<file path="config.mk">
export PLATFORM = sky130hd
export DESIGN_NAME = adc_frame_packer
export DESIGN_NICKNAME = d
export VERILOG_FILES = /design/src/rtl/adc_frame_packer.sv
export SDC_FILE = /design/constraint.sdc
export NUM_CORES = 1
export LEC_CHECK = 0
export ABC_CLOCK_PERIOD_IN_PS = 3200
export BUFFER_PORTS_ARGS = -buffer_cell sky130_fd_sc_hd__buf_4
export CAP_MARGIN = 15
export CORE_MARGIN = 2
export CORE_UTILIZATION = 50
export CTS_CLUSTER_SIZE = 20
export DETAILED_ROUTE_END_ITERATION = 8
export PLACE_DENSITY = 0.76
export REMOVE_ABC_BUFFERS = 1
export SYNTH_ARGS = -nofsm -noshare
export SYNTH_HDL_FRONTEND = slang
export SYNTH_SLANG_ARGS = --single-unit
</file>
<file path="constraint.sdc">
create_clock -name clk -period 3.2 [get_ports clk]
set_input_delay 0.64 -clock clk [delete_from_list [all_inputs] [get_ports clk]]
set_output_delay 0.64 -clock clk [all_outputs]
set_load 0.02 [all_outputs]
</file>
<file path="src/rtl/adc_frame_packer.sv">
// adc_frame_packer: packs 16-bit AD9826 pixels into byte-swapped 32-bit words
// and writes one frame per start request into the pldata BRAM port.
// Odd-length frames are padded with a zero half-word. Writes past MAX_WORDS
// are dropped and raise a sticky overflow flag.
// Optional macro ADC_FRAME_PACKER_TESTPAT_EN adds an internal 16-bit ramp
// source selected by test_mode_in.
module adc_frame_packer #(
  parameter int unsigned ADDR_W    = 10,
  parameter int unsigned MAX_WORDS = 256
) (
  input  logic              clk,
  input  logic              rst,
  input  logic              frame_start_in,
  input  logic [9:0]        frame_len_in,
  input  logic [15:0]       pix_data_in,
  input  logic              pix_valid_in,
  input  logic              test_mode_in,
  output logic              ram_wr_o,
  output logic [ADDR_W-1:0] ram_addr_o,
  output logic [31:0]       ram_data_o,
  output logic              frame_done_o,
  output logic              busy_o,
  output logic              overflow_o
);

  localparam int unsigned LEN_W  = 10;
  localparam int unsigned PIX_W  = 16;
  localparam int unsigned WORD_W = 32;
  localparam int unsigned IDX_W  = ADDR_W;

  typedef enum logic [1:0] {
    S_IDLE  = 2'd0,
    S_RUN   = 2'd1,
    S_FLUSH = 2'd2,
    S_DONE  = 2'd3
  } state_t;

  // PS side expects each 16-bit sample byte-swapped
  function automatic logic [PIX_W-1:0] swap_bytes(input logic [PIX_W-1:0] x);
    return {x[7:0], x[15:8]};
  endfunction

  state_t              r_state;
  logic [LEN_W-1:0]    r_len;
  logic [LEN_W-1:0]    r_pix_cnt;
  logic [PIX_W-1:0]    r_p0;
  logic [IDX_W-1:0]    r_word_idx;

  logic                w_valid;
  logic [PIX_W-1:0]    w_pix;
  logic [LEN_W-1:0]    w_len_eff;
  logic                w_last;
  logic                w_room;
  logic                w_wr_req;
  logic [WORD_W-1:0]   w_wr_word;

`ifdef ADC_FRAME_PACKER_TESTPAT_EN
  logic [PIX_W-1:0]    r_ramp;

  assign w_valid = test_mode_in ? 1'b1 : pix_valid_in;
  assign w_pix   = test_mode_in ? r_ramp : pix_data_in;

  // Ramp source: cleared on an accepted start, one step per pixel in RUN
  always_ff @(posedge clk or posedge rst) begin
    if (rst) begin
      r_ramp <= '0;
    end else if (r_state == S_IDLE && frame_start_in) begin
      r_ramp <= '0;
    end else if (r_state == S_RUN && test_mode_in) begin
      r_ramp <= r_ramp + PIX_W'(1);
    end
  end
`else
  logic                w_unused_test_mode;

  assign w_valid            = pix_valid_in;
  assign w_pix              = pix_data_in;
  assign w_unused_test_mode = test_mode_in;
`endif

  assign w_len_eff = (frame_len_in == '0) ? LEN_W'(1) : frame_len_in;
  assign w_last    = (r_pix_cnt + LEN_W'(1)) == r_len;
  assign w_room    = 32'(r_word_idx) < MAX_WORDS;

  // Word to write this cycle: pair completion in RUN, zero-padded half in FLUSH
  always_comb begin
    w_wr_req  = 1'b0;
    w_wr_word = {swap_bytes(r_p0), swap_bytes(w_pix)};
    if (r_state == S_RUN && w_valid && r_pix_cnt[0]) begin
      w_wr_req = 1'b1;
    end
    if (r_state == S_FLUSH) begin
      w_wr_req  = 1'b1;
      w_wr_word = {swap_bytes(r_p0), 16'h0000};
    end
  end

  // Frame FSM with registered BRAM port and status outputs
  always_ff @(posedge clk or posedge rst) begin
    if (rst) begin
      r_state      <= S_IDLE;
      r_len        <= '0;
      r_pix_cnt    <= '0;
      r_p0         <= '0;
      r_word_idx   <= '0;
      ram_wr_o     <= 1'b0;
      ram_addr_o   <= '0;
      ram_data_o   <= '0;
      frame_done_o <= 1'b0;
      busy_o       <= 1'b0;
      overflow_o   <= 1'b0;
    end else begin
      ram_wr_o     <= 1'b0;
      frame_done_o <= 1'b0;

      // Word index saturates at capacity; dropped writes flag overflow
      if (w_wr_req) begin
        if (w_room) begin
          ram_wr_o   <= 1'b1;
          ram_addr_o <= {r_word_idx[ADDR_W-3:0], 2'b00};
          ram_data_o <= w_wr_word;
          r_word_idx <= r_word_idx + IDX_W'(1);
        end else begin
          overflow_o <= 1'b1;
        end
      end

      case (r_state)
        S_IDLE: begin
          if (frame_start_in) begin
            r_len      <= w_len_eff;
            r_pix_cnt  <= '0;
            r_word_idx <= '0;
            overflow_o <= 1'b0;
            busy_o     <= 1'b1;
            r_state    <= S_RUN;
          end
        end
        S_RUN: begin
          if (w_valid) begin
            if (!r_pix_cnt[0]) begin
              r_p0 <= w_pix;
            end
            r_pix_cnt <= r_pix_cnt + LEN_W'(1);
            if (w_last) begin
              r_state <= r_len[0] ? S_FLUSH : S_DONE;
            end
          end
        end
        S_FLUSH: begin
          r_state <= S_DONE;
        end
        S_DONE: begin
          frame_done_o <= 1'b1;
          busy_o       <= 1'b0;
          r_state      <= S_IDLE;
        end
        default: begin
          r_state <= S_IDLE;
        end
      endcase
    end
  end

endmodule
</file>
# Word level (Yosys, flattened, before mapping)
# Index checks and enable logic that the tools add are counted.
[op_classes]
n_addsub = 2
magnitude_cmp = 1
n_eq_ne = 7
muxes = 25
n_bitwise = 1
n_reduce_logical = 12
[ops]
columns = ["op", "count"]
rows = [
  ["2-to-1 mux 10 bit", 7],
  ["adder 10 x 1 -> 10 bit, second input constant", 2],
  ["case mux 10 bit (2 select lines)", 1],
  ["2-to-1 mux 16 bit", 1],
  ["2-to-1 mux 1 bit", 11],
  ["== test 10 bit", 1],
  ["zero test 10 bit", 1],
  ["less-than comparator 10 x 9 -> 1 bit, second input constant", 1],
  ["AND reduction 3 bit", 3],
  ["case mux 2 bit (4 select lines)", 1],
  ["2-to-1 mux 2 bit", 3],
  ["!= test 2 bit, second input constant", 3],
  ["AND reduction 2 bit", 3],
  ["== test 2 bit, second input constant", 2],
  ["nonzero test 2 bit", 2],
  ["== test 2 x 1 -> 1 bit, second input constant", 1],
  ["logical AND 1 bit", 2],
  ["zero test 2 bit", 1],
  ["case mux 1 bit (2 select lines)", 1],
  ["inverter 1 bit", 1],
]
[totals]
reg_bits = 92
output_inout_bits = 46

# Logic depth before layout (Yosys ltp)
[logic_depth]
word_depth = 8
mapped_depth = 9
mapped_depth_nobuf = 8

# Worst setup path before layout
# No wires, ideal clock.
[synth_timing]
path_kind = "register -> register"
startpoint = "reg r_pix_cnt[0]"
endpoint = "reg r_state[1]"
setup_time_ns = 0.126
arrival_ns = 2.341
setup_slack_ns = 0.733
stages_incl_launch_ff = 7
period_less_slack_ns = 2.467
cell_sequence = "dfrtp_1 -> ha_1 -> xnor2_1 -> xnor2_1 -> or4_1 -> or4_4 -> a311o_1"
[synth_via]
elab_chain_cells = 4
[synth_lines]
columns = ["item", "line_no", "source"]
rows = [
  ["from (decl)", "45", "logic [LEN_W-1:0] r_pix_cnt;"],
  ["from (signal assigned)", "144", "r_pix_cnt <= r_pix_cnt + LEN_W'(1);"],
  ["adder 10 x 1 -> 10 bit", "82", "assign w_last = (r_pix_cnt + LEN_W'(1)) == r_len;"],
  ["== test 10 bit", "82", ""],
  ["!= test 2 bit (no line)", "--", ""],
  ["AND reduction 3 bit (no line)", "--", ""],
  ["to (signal assigned)", "146", "r_state <= r_len[0] ? S_FLUSH : S_DONE;"],
  ["to (decl)", "43", "state_t r_state;"],
]
# Every way passes these cells.
# A chain may end at the register's enable or synchronous reset.

# Final worst setup path
# Ends and elaborated chain as after synthesis.

==> results.py <==
metrics = {
    "outcome": {
        "status": "completed",
    },
    "power_and_ir_drop": {
        "vdd_ir_drop_max_mv": 0.3454,
        "p_total_mw": 4.704,
        "p_comb_frac": 0.413,
        "sw_frac_of_total": 0.3940,
        "power_frac_seq": 0.399,
        "switching_power_mw": 1.853,
        "clkPwrFrac": 0.188,
        "p_int_mw": 2.851,
        "powerDensity_nw_per_um2": 945.4,
        "p_leak_nw": 2.462,
    },
    "setup_path": {
        "cp_max_fo": 8,
        "r2r-end": "r_state[1]$_DFFE_PP0P_",
        "worst_r2r_path_depth": 6,
        "r2r-start": "r_pix_cnt[0]$_DFFE_PP0P_",
        "cp.required_ns": 3.44,
        "criticalPathCategory": "flip-flop to flip-flop",
        "regToRegSetupSlack_ns": 0.48,
        "crit_arrival_ns": 2.96,
        "worstSetupEndpointType": "flip-flop",
        "start_kind": "flip-flop",
    },
    "timing": {
        "min_period_ns": 2.719,
        "finalMaxSlewViolations": 0,
        "setup_viol": 0,
        "hold_viol": 0,
        "timing.setup.tns_ns": 0,
        "fmax_mhz": 367.8,
        "worst_pin_slew_ns": 0.8676,
        "slew_headroom": 0.4198,
        "finClkSkew_ns": 0.01238,
        "fin_crit_sh": 0.8496,
        "rsz0062_at_grt": "false",
    },
    "logic_synthesis": {
        "synthXorXnorAreaFrac": 0.04702,
        "yosys.area_share.simple": 0.2223,
        "yosysTopAreaCell": "dfrtp_1",
        "ys.flop_type": "dfrtp_1",
        "synth_compound_area_frac": 0.07725,
        "synth_cell_type_count": 40,
        "ys_ff_latch": 92,
        "ys_seq_area_frac": 0.5618,
        "synth_commonest_cells": "133 x nand2_1, 92 x dfrtp_1, 33 x o21ai_0",
        "synth_top_cells_by_area": "dfrtp_1 56%, nand2_1 12%, mux2_2 4.4%, o21ai_0 4.0%, xnor2_1 3.0%",
        "synthMuxAreaShare": 0.04641,
        "synth_top_family_by_area": "simple AND/OR/NAND/NOR gates",
        "ys_async_sr_fraction": 1.000,
        "synthAdderAreaFrac": 0.01832,
        "synth.top_cell.area_share": 0.5618,
        "syn-cell-area_um2": 4098,
        "synthCells": 424,
        "yosysMostFrequentCell": "nand2_1",
        "syn_area_per_cell_um2": 9.664,
        "ys_warn_count": 0,
        "synth-edff-count": 0,
    },
    "die": {
        "core_area_um2": 8093,
        "die-area_um2": 8936,
        "die_height_um": 94.53,
        "die_w_um": 94.53,
        "row_count": 33,
        "io_pins": 77,
        "start_util": 0.5063,
    },
    "detailed_routing": {
        "ant_nets": 0,
        "drtIter0Drc": 165,
        "via_per_inst": 5.061,
        "num_vias": 3057,
        "routedWlPerCell_um": 14.19,
        "drcViolationCount": 0,
        "firstDrtPassIters": 4,
        "routed_wl_um": 8572,
    },
    "clocking": {
        "cts.htree.levels": 3,
        "holdBufCountCts": 0,
        "clk_pin_slew_ns": 0.10,
        "cts_root_buffer": "clkbuf_8",
        "clk-insertion-delay-late_ns": 0.36,
        "cts_buffers": 9,
        "cts.sinks": 92,
        "cts_tree": "yes",
        "cts_setup_buffers": 0,
        "cts_buffer_depth": 2,
        "cts-resized-gates": 0,
    },
    "global_route": {
        "grt_max_degree": 58,
        "grt_first_pass_wirelength_um": 14490,
        "antenna_found_initial": 0,
        "grt_pass1_vias": 3064,
        "grt_overflow_total": 0,
        "grt_usage": 0.2097,
    },
    "placed_design": {
        "dp_hpwl_um": 5850,
        "finalWeightedCongestion": 0.8691,
        "dpl.cell_count": 588,
        "io_buffers": 73,
    },
    "final_layout": {
        "syn_to_final_growth_pct": 21.44,
        "stdcell_count": 604,
        "diodes": 0,
        "drive_gt1_frac": 0.2325,
        "fin_nets": 531,
    },
    "hold_path": {
        "hp-class": "input port to async pin",
    },
    "job": {
        "drv_cap": 0,
    },
}
worst max path at each step:
| stage | from | to | slack (ns) |
|---|---|---|---|
| 2_1_floorplan | r_state[1]$_DFFE_PP0P_ | r_word_idx[5]$_DFF_PP0_ | -0.08 |
| 3_3_place_gp | r_pix_cnt[0]$_DFFE_PP0P_ | r_state[1]$_DFFE_PP0P_ | 0.61 |
| 3_5_place_dp | r_pix_cnt[0]$_DFFE_PP0P_ | r_state[1]$_DFFE_PP0P_ | 0.54 |
| 4_1_cts | r_pix_cnt[0]$_DFFE_PP0P_ | r_state[1]$_DFFE_PP0P_ | 0.51 |
| 5_1_grt | r_state[0]$_DFFE_PP0P_ | r_word_idx[4]$_DFF_PP0_ | 0.31 |
| 6_report | r_pix_cnt[0]$_DFFE_PP0P_ | r_state[1]$_DFFE_PP0P_ | 0.48 |
cell usage in the layout, fill, tap and decap left out, types with 3 or more instances in the layout:
cell type	synthesis	layout
o31ai_1	4	4
buf_4	2	76
nor3_1	5	5
nand2_1	133	132
nand2b_1	18	18
xnor2_1	14	14
nor2_1	23	23
clkbuf_8	0	9
o21ai_0	33	33
ha_1	6	6
dfrtp_1	92	92
a21oi_1	7	7
mux2_2	16	16
nand3_1	7	7
nand4_1	4	4
xor2_1	8	8
o41ai_1	3	3
inv_1	7	6
logic make-up after synthesis:
logic type,Yosys count
other,1
adders and majority gates,6
and+or+nand+nor,206
muxes,17
AOI/OAI and AO/OA,54
xor gates and xnor gates,22
buffers and inverters,26
DFF,92
flip-flops by register name, summed over array words and instances, names as in the netlist:
register,cells
busy_o,1
frame_done_o,1
overflow_o,1
r_len,10
r_p0,16
r_pix_cnt,10
r_state,2
r_word_idx,10
ram_addr_o,8
ram_data_o,32
ram_wr_o,1
metal layers:
metal | part of all wire | vias to the layer above | GRT usage
li1 | - | 1536 | -
met1 | 0.46 | 1446 | 0.2732
met2 | 0.48 | 68 | 0.3452
met3 | 0.047 | 7 | 0.05826
met4 | 0.011 | 0 | 0.06159
met5 | 0 | - | 0
per-stage QoR:
stage            util  setup WS (ns)  area (µm²)  hold WS, ns
2_1_floorplan       -       -0.07930        4021       0.4331
3_3_place_gp   0.5866         0.6119        4747       0.4392
3_5_place_dp   0.5866         0.5383        4747       0.4542
4_1_cts        0.6149         0.5050        4976       0.3346
5_1_grt        0.6149         0.3060        4976       0.3481
6_report       0.6149         0.4813        4976       0.3340
power by group through the flow:
stage / clock (mW) / combinational [mW] / sequential (mW)
after floorplan: 0 / 1.01 / 2.10
after global placement: 0 / 1.88 / 1.87
after detailed placement: 0 / 1.95 / 1.90
after CTS: 0.907 / 1.97 / 1.88
after global routing: 0.961 / 2.18 / 1.93
final: 0.884 / 1.94 / 1.88
critical path, cell delays in order (launching register included):
cell	delay (ns)
dfrtp_1	0.50
ha_1	0.35
nand3_1	0.17
xnor2_1	0.17
or4_1	0.48
or4_4	0.57
a311o_1	0.37
final cells by class:
type | instances | area [µm²]
repair buffers | 77 | 590.6
clock buffers | 9 | 123.9
well taps | 105 | 131.4
inverters | 7 | 27.53
multi-input cells | 307 | 1695
clock inverters | 7 | 105.1
flip-flops and latches | 92 | 2302
fillers | 690 | 3117
Note: power is estimated with default switching activity, not from simulation.
